<file path="src/rtl/flag_branch_resolver_if.sv">
// Branch-resolver bus: flag writes from execute, branch requests in, fetch redirect out.
interface flag_branch_resolver_if #(
  parameter int PC_W  = 32,
  parameter int CNT_W = 16
);
  logic             flag_we;
  logic             gt_in;
  logic             eq_in;
  logic             br_valid;
  logic             br_ready;
  logic             isBeq;
  logic             isBgt;
  logic             isUBranch;
  logic             isRet;
  logic [PC_W-1:0]  branchTarget;
  logic [PC_W-1:0]  ra_value;
  logic             res_valid;
  logic             isBranchTaken;
  logic [PC_W-1:0]  branchPC;
  logic             flush;
  logic             flags_gt;
  logic             flags_eq;
  logic [CNT_W-1:0] taken_count;

  modport master (
    output flag_we, gt_in, eq_in, br_valid, isBeq, isBgt, isUBranch, isRet,
           branchTarget, ra_value,
    input  br_ready, res_valid, isBranchTaken, branchPC, flush,
           flags_gt, flags_eq, taken_count
  );

  modport slave (
    input  flag_we, gt_in, eq_in, br_valid, isBeq, isBgt, isUBranch, isRet,
           branchTarget, ra_value,
    output br_ready, res_valid, isBranchTaken, branchPC, flush,
           flags_gt, flags_eq, taken_count
  );
endinterface

</file>
<file path="src/rtl/flag_branch_resolver.sv">
// Flags register plus one-deep branch resolver, one-cycle resolve latency.
// FLAG_FWD_EN forwards same-cycle compare flags; otherwise a flag hazard stalls one cycle.
module flag_branch_resolver #(
  parameter int PC_W  = 32,
  parameter int CNT_W = 16
) (
  input  logic                  i_clk,
  input  logic                  i_reset,
  flag_branch_resolver_if.slave bus
);

  typedef enum logic [1:0] {S_IDLE, S_WAIT, S_RESOLVE} state_t;
  typedef enum logic [2:0] {K_NONE, K_BEQ, K_BGT, K_UBR, K_RET} kind_t;

  state_t           r_state;
  state_t           w_next;
  kind_t            r_kind;
  kind_t            w_kind;
  logic [PC_W-1:0]  r_pc;
  logic             r_gt;
  logic             r_eq;
  logic             r_flags_gt;
  logic             r_flags_eq;
  logic [CNT_W-1:0] r_cnt;

  logic             w_ready;
  logic             w_accept;
  logic             w_res_valid;
  logic             w_taken;
  logic [PC_W-1:0]  w_pc;

  // Priority decode of the request type: ret > b/call > beq > bgt.
  always_comb begin
    w_kind = K_NONE;
    if (bus.isRet)          w_kind = K_RET;
    else if (bus.isUBranch) w_kind = K_UBR;
    else if (bus.isBeq)     w_kind = K_BEQ;
    else if (bus.isBgt)     w_kind = K_BGT;
  end

  assign w_ready  = !i_reset && (r_state != S_WAIT);
  assign w_accept = bus.br_valid && w_ready;

`ifndef FLAG_FWD_EN
  logic w_hazard;
  assign w_hazard = bus.flag_we && ((w_kind == K_BEQ) || (w_kind == K_BGT));
`endif

  always_ff @(posedge i_clk) begin
    if (i_reset) begin
      r_state <= S_IDLE;
    end else begin
      r_state <= w_next;
    end
  end

  always_comb begin
    w_next = S_IDLE;
    case (r_state)
      S_IDLE, S_RESOLVE: begin
        if (w_accept) begin
`ifdef FLAG_FWD_EN
          w_next = S_RESOLVE;
`else
          w_next = w_hazard ? S_WAIT : S_RESOLVE;
`endif
        end
      end
      S_WAIT:  w_next = S_RESOLVE;
      default: w_next = S_IDLE;
    endcase
  end

  // The effective flags are captured at acceptance so later flag writes
  // (during a stall or the resolve cycle) cannot alter this decision.
  always_ff @(posedge i_clk) begin
    if (i_reset) begin
      r_kind <= K_NONE;
      r_pc   <= '0;
      r_gt   <= 1'b0;
      r_eq   <= 1'b0;
    end else if (w_accept) begin
      r_kind <= w_kind;
      r_pc   <= (w_kind == K_RET) ? bus.ra_value : bus.branchTarget;
      r_gt   <= bus.flag_we ? bus.gt_in : r_flags_gt;
      r_eq   <= bus.flag_we ? bus.eq_in : r_flags_eq;
    end
  end

  always_ff @(posedge i_clk) begin
    if (i_reset) begin
      r_flags_gt <= 1'b0;
      r_flags_eq <= 1'b0;
    end else if (bus.flag_we) begin
      r_flags_gt <= bus.gt_in;
      r_flags_eq <= bus.eq_in;
    end
  end

  always_comb begin
    w_res_valid = (r_state == S_RESOLVE) && !i_reset;
    w_taken     = 1'b0;
    if (w_res_valid) begin
      case (r_kind)
        K_RET, K_UBR: w_taken = 1'b1;
        K_BEQ:        w_taken = r_eq;
        K_BGT:        w_taken = r_gt;
        default:      w_taken = 1'b0;
      endcase
    end
    w_pc = w_taken ? r_pc : '0;
  end

  always_ff @(posedge i_clk) begin
    if (i_reset) begin
      r_cnt <= '0;
    end else if (w_taken && (r_cnt != {CNT_W{1'b1}})) begin
      r_cnt <= r_cnt + {{(CNT_W-1){1'b0}}, 1'b1};
    end
  end

  assign bus.br_ready      = w_ready;
  assign bus.res_valid     = w_res_valid;
  assign bus.isBranchTaken = w_taken;
  assign bus.branchPC      = w_pc;
  assign bus.flush         = w_taken;
  assign bus.flags_gt      = r_flags_gt;
  assign bus.flags_eq      = r_flags_eq;
  assign bus.taken_count   = r_cnt;

endmodule

</file>
<file path="src/flat_wrapper.sv">
// flat-port wrapper written by rule: the top's interface ports become plain ports
module flag_branch_resolver_flat 
#(
  parameter int PC_W  = 32,
  parameter int CNT_W = 16
)
  (i_clk, i_reset, bus_flag_we, bus_gt_in, bus_eq_in, bus_br_valid, bus_isBeq, bus_isBgt, bus_isUBranch, bus_isRet, bus_branchTarget, bus_ra_value, bus_br_ready, bus_res_valid, bus_isBranchTaken, bus_branchPC, bus_flush, bus_flags_gt, bus_flags_eq, bus_taken_count);
  flag_branch_resolver_if #(.PC_W(PC_W), .CNT_W(CNT_W)) bus_i ();
  input  logic i_clk;
  input  logic i_reset;
  input wire logic [$bits(bus_i.flag_we)-1:0] bus_flag_we;
  input wire logic [$bits(bus_i.gt_in)-1:0] bus_gt_in;
  input wire logic [$bits(bus_i.eq_in)-1:0] bus_eq_in;
  input wire logic [$bits(bus_i.br_valid)-1:0] bus_br_valid;
  input wire logic [$bits(bus_i.isBeq)-1:0] bus_isBeq;
  input wire logic [$bits(bus_i.isBgt)-1:0] bus_isBgt;
  input wire logic [$bits(bus_i.isUBranch)-1:0] bus_isUBranch;
  input wire logic [$bits(bus_i.isRet)-1:0] bus_isRet;
  input wire logic [$bits(bus_i.branchTarget)-1:0] bus_branchTarget;
  input wire logic [$bits(bus_i.ra_value)-1:0] bus_ra_value;
  output wire logic [$bits(bus_i.br_ready)-1:0] bus_br_ready;
  output wire logic [$bits(bus_i.res_valid)-1:0] bus_res_valid;
  output wire logic [$bits(bus_i.isBranchTaken)-1:0] bus_isBranchTaken;
  output wire logic [$bits(bus_i.branchPC)-1:0] bus_branchPC;
  output wire logic [$bits(bus_i.flush)-1:0] bus_flush;
  output wire logic [$bits(bus_i.flags_gt)-1:0] bus_flags_gt;
  output wire logic [$bits(bus_i.flags_eq)-1:0] bus_flags_eq;
  output wire logic [$bits(bus_i.taken_count)-1:0] bus_taken_count;
  assign bus_i.flag_we = bus_flag_we;
  assign bus_i.gt_in = bus_gt_in;
  assign bus_i.eq_in = bus_eq_in;
  assign bus_i.br_valid = bus_br_valid;
  assign bus_i.isBeq = bus_isBeq;
  assign bus_i.isBgt = bus_isBgt;
  assign bus_i.isUBranch = bus_isUBranch;
  assign bus_i.isRet = bus_isRet;
  assign bus_i.branchTarget = bus_branchTarget;
  assign bus_i.ra_value = bus_ra_value;
  assign bus_br_ready = bus_i.br_ready;
  assign bus_res_valid = bus_i.res_valid;
  assign bus_isBranchTaken = bus_i.isBranchTaken;
  assign bus_branchPC = bus_i.branchPC;
  assign bus_flush = bus_i.flush;
  assign bus_flags_gt = bus_i.flags_gt;
  assign bus_flags_eq = bus_i.flags_eq;
  assign bus_taken_count = bus_i.taken_count;
  flag_branch_resolver #(.PC_W(PC_W), .CNT_W(CNT_W)) u_core (.i_clk(i_clk), .i_reset(i_reset), .bus(bus_i));
endmodule
</file>
<file path="config.mk">
export PLATFORM = sky130hd
export DESIGN_NAME = flag_branch_resolver_flat
export DESIGN_NICKNAME = d
export VERILOG_FILES = /design/src/rtl/flag_branch_resolver_if.sv /design/src/rtl/flag_branch_resolver.sv /design/src/flat_wrapper.sv
export SDC_FILE = /design/constraint.sdc
export NUM_CORES = 1
export LEC_CHECK = 0
export BUFFER_PORTS_ARGS = -buffer_cell sky130_fd_sc_hd__buf_4
export CORE_AREA = 5 5 81 83
export DETAILED_ROUTE_END_ITERATION = 8
export DIE_AREA = 0 0 86 88
export GPL_TIMING_DRIVEN = 0
export HOLD_SLACK_MARGIN = 0.02
export MAX_ROUTING_LAYER = met4
export PLACE_DENSITY = 0.94
export SYNTH_ARGS = -nofsm -noshare
export SYNTH_HDL_FRONTEND = slang
export SYNTH_SLANG_ARGS = --single-unit
</file>
<file path="constraint.sdc">
create_clock -name i_clk -period 6.8 [get_ports i_clk]
set_input_delay 2.04 -clock i_clk [delete_from_list [all_inputs] [get_ports i_clk]]
set_output_delay 2.04 -clock i_clk [all_outputs]
set_load 0.01 [all_outputs]
</file>
==> metrics.csv <==
metric,value,unit
drc,0,
rsz0062_at_grt,no,
grt_pass1_wl,13300,µm
ant_nets,0,
hp-class,reg2reg,
final_util,70.0,%
max_cap_viol_count,0,
port_buffers,125,
path_class,in2out,
final_common_cell,buf_4,
syn-instance-count,316,
power_density,186,nW/µm²
drive_gt1_share,33.6,%
synth_ff_type,dfxtp_1,
wl_per_cell,15.5,µm
post_cts_buffers,0,
status,finished clean,
core,5780,µm²
cts-root-buf,clkbuf_8,
crit_start,i_reset,
worstSkewPairLatency,0.33,ns
via_count,2909,
grt_pass1_vias,2885,
final_cell_mix,"buf_4 (126), dfxtp_1 (57), nor2_1 (43), mux2i_1 (35)",
fin_cells,531,
antenna_found_initial,0,
tightest_slew,0.735,ns
synth.avg_cell_area,8.96,µm²
syn_area,2830,µm²
crit_path_start_kind,input port,
arrival,3.49,ns
start_util,49.0,%
end_kind,primary output,
ys_seq_area_share,40.3,%
clk_path_buf_depth,2,
setup_tns,0,ns
cp_top_family,buffers and inverters,
cts_tree,done,
timing.final.crit_share,81.4,%
hpwl,6300,µm
ctsHoldBuffers,0,
critPathMaxStageDelay,0.48,ns
top_level_ports,128,
yosysWarnings,0,
via_per_inst,5.48,
crit_chain,"clkbuf_1, nor3b_4, clkbuf_1, and2_1, buf_4, buf_4",
hold_viol_final,0,
ys_seq_elements,57,
synth-async-reset-ratio,0,%
critPathSlowestCell,nor3b_4,
multiInputGateArea,1560,µm²
maxSlewViolCount,0,
htreeDepth,3,
grt_max_degree,11,
synth_edf_count,0,
layout.nets,527,
totalWireLength,8230,µm
drt_iter0_drc,68,
die-area,7570,µm²
nFillCells,466,
cp_max_fo,10,
die_height,88,µm
worstHoldStart,u_core.r_gt$_SDFFE_PP0N_,
slew-limit-headroom,50.9,%
dpl.cell_count,516,
layout-area-overhead-vs-synth,42.8,%
grt_overflow,0,
area.sequential,1140,µm²
place_area,3860,µm²
cts_resized,0,
setup_viol,0,
power_leakage,1.91,nW
holdWs,0.487,ns
vdd_drop_max,0.137,mV
rows,28,
die_x,86,µm
grt_usage,22.8,%
synth_cell_types,45,
path_buf_inv,4,
dr.pass1.iters,4,
design_area,4040,µm²
clkTransAtPathRegs,0.06,ns
clock.fmax,181,MHz
place_congestion,0.831,
crit_required,4.76,ns
syn-num-nets,391,
fin_skew,0.00713,ns
regToRegStartpoint,u_core.r_kind[0]$_SDFFE_PP0N_,
cts_buffers,9,
clock_sinks,57,
diodes,0,
min_period,5.53,ns
==> kinds of logic after synthesis <==
| kind of cell | synth area share (%) |
|---|---|
| AOI/OAI and AO/OA | 17.9 |
| xor gates and xnor gates | 0.309 |
| adders and majority gates | 0.442 |
| buffers and inverters | 4.68 |
| DFF | 40.3 |
| muxes | 12.4 |
| and+or+nand+nor | 23.9 |
==> metal layers <==
metal / share of wire [%] / vias up / GRT usage [%] / wire (µm)
met2: 52 / 92 / 40.6 / 4260
li1: - / 1443 / - / -
met1: 40 / 1363 / 25.3 / 3320
met3: 6.6 / 11 / 4.61 / 545
met5: 0 / - / - / 0
met4: 1.3 / 0 / 7.48 / 110
==> layout make-up <==
cell class,count,area share (%)
inverters,4,0.371
multi-input cells,229,38.5
well taps,75,2.32
flip-flops and latches,57,28.2
repair buffers,125,23.2
clock inverters,3,0.371
plain buffers,26,2.91
clock buffers,12,4.08
==> Yosys cell counts, drive strengths merged (3+ instances only) <==
master	count	area share, %
or3	4	0.88
o31ai	4	1.1
inv	3	0.40
nor4	3	1.2
a21oi	11	1.9
o21ai	7	1.2
nor2	43	5.7
nand3	10	1.8
or4	3	0.80
and3	37	8.3
a211oi	34	9.0
buf	12	2.3
nand2	9	1.2
nor3	3	0.53
clkbuf	14	1.9
dfxtp	57	40
o311ai	3	1.8
mux2i	35	12
==> final timing paths <==
kind	to	slack, ns	cells after the start
worst max-delay path	bus_isBranchTaken	1.27	6
worst min-delay path	u_core.r_gt$_SDFFE_PP0N_	0.49	2
worst min register to register	u_core.r_gt$_SDFFE_PP0N_	0.49	2
worst max register to register	u_core.bus.taken_count[3]$_SDFFE_PP0P_	4.66	6
==> power breakdown <==
group | internal [mW] | leakage [nW] | switching (mW) | total [mW]
clock network | 0.158 | 0.0980 | 0.128 | 0.286
registers | 0.350 | 0.467 | 0.00786 | 0.358
logic | 0.0555 | 1.35 | 0.0529 | 0.108
total | 0.564 | 1.91 | 0.189 | 0.753
==> flip-flops by register name (all words and copies together), names as in the netlist <==
register / cells
u_core.bus.taken_count: 16
u_core.bus.flags_gt: 1
u_core.r_eq: 1
u_core.r_pc: 32
u_core.r_state: 2
u_core.r_gt: 1
u_core.bus.flags_eq: 1
u_core.r_kind: 3
==> tightest hold or removal path: stages (launching register included) <==
cell and delay [ns]:
dfxtp_1 0.32, nand3_1 0.06, o21ai_0 0.06
==> metrics by stage <==
step / power, mW / setup slack (ns)
floorplan: 0.421 / 1.57
global placement: 0.469 / 1.30
finish: 0.753 / 1.27
CTS: 0.756 / 1.27
detailed placement: 0.473 / 1.28
global route: 0.790 / 1.12
Power figures use the tool's default switching activity.
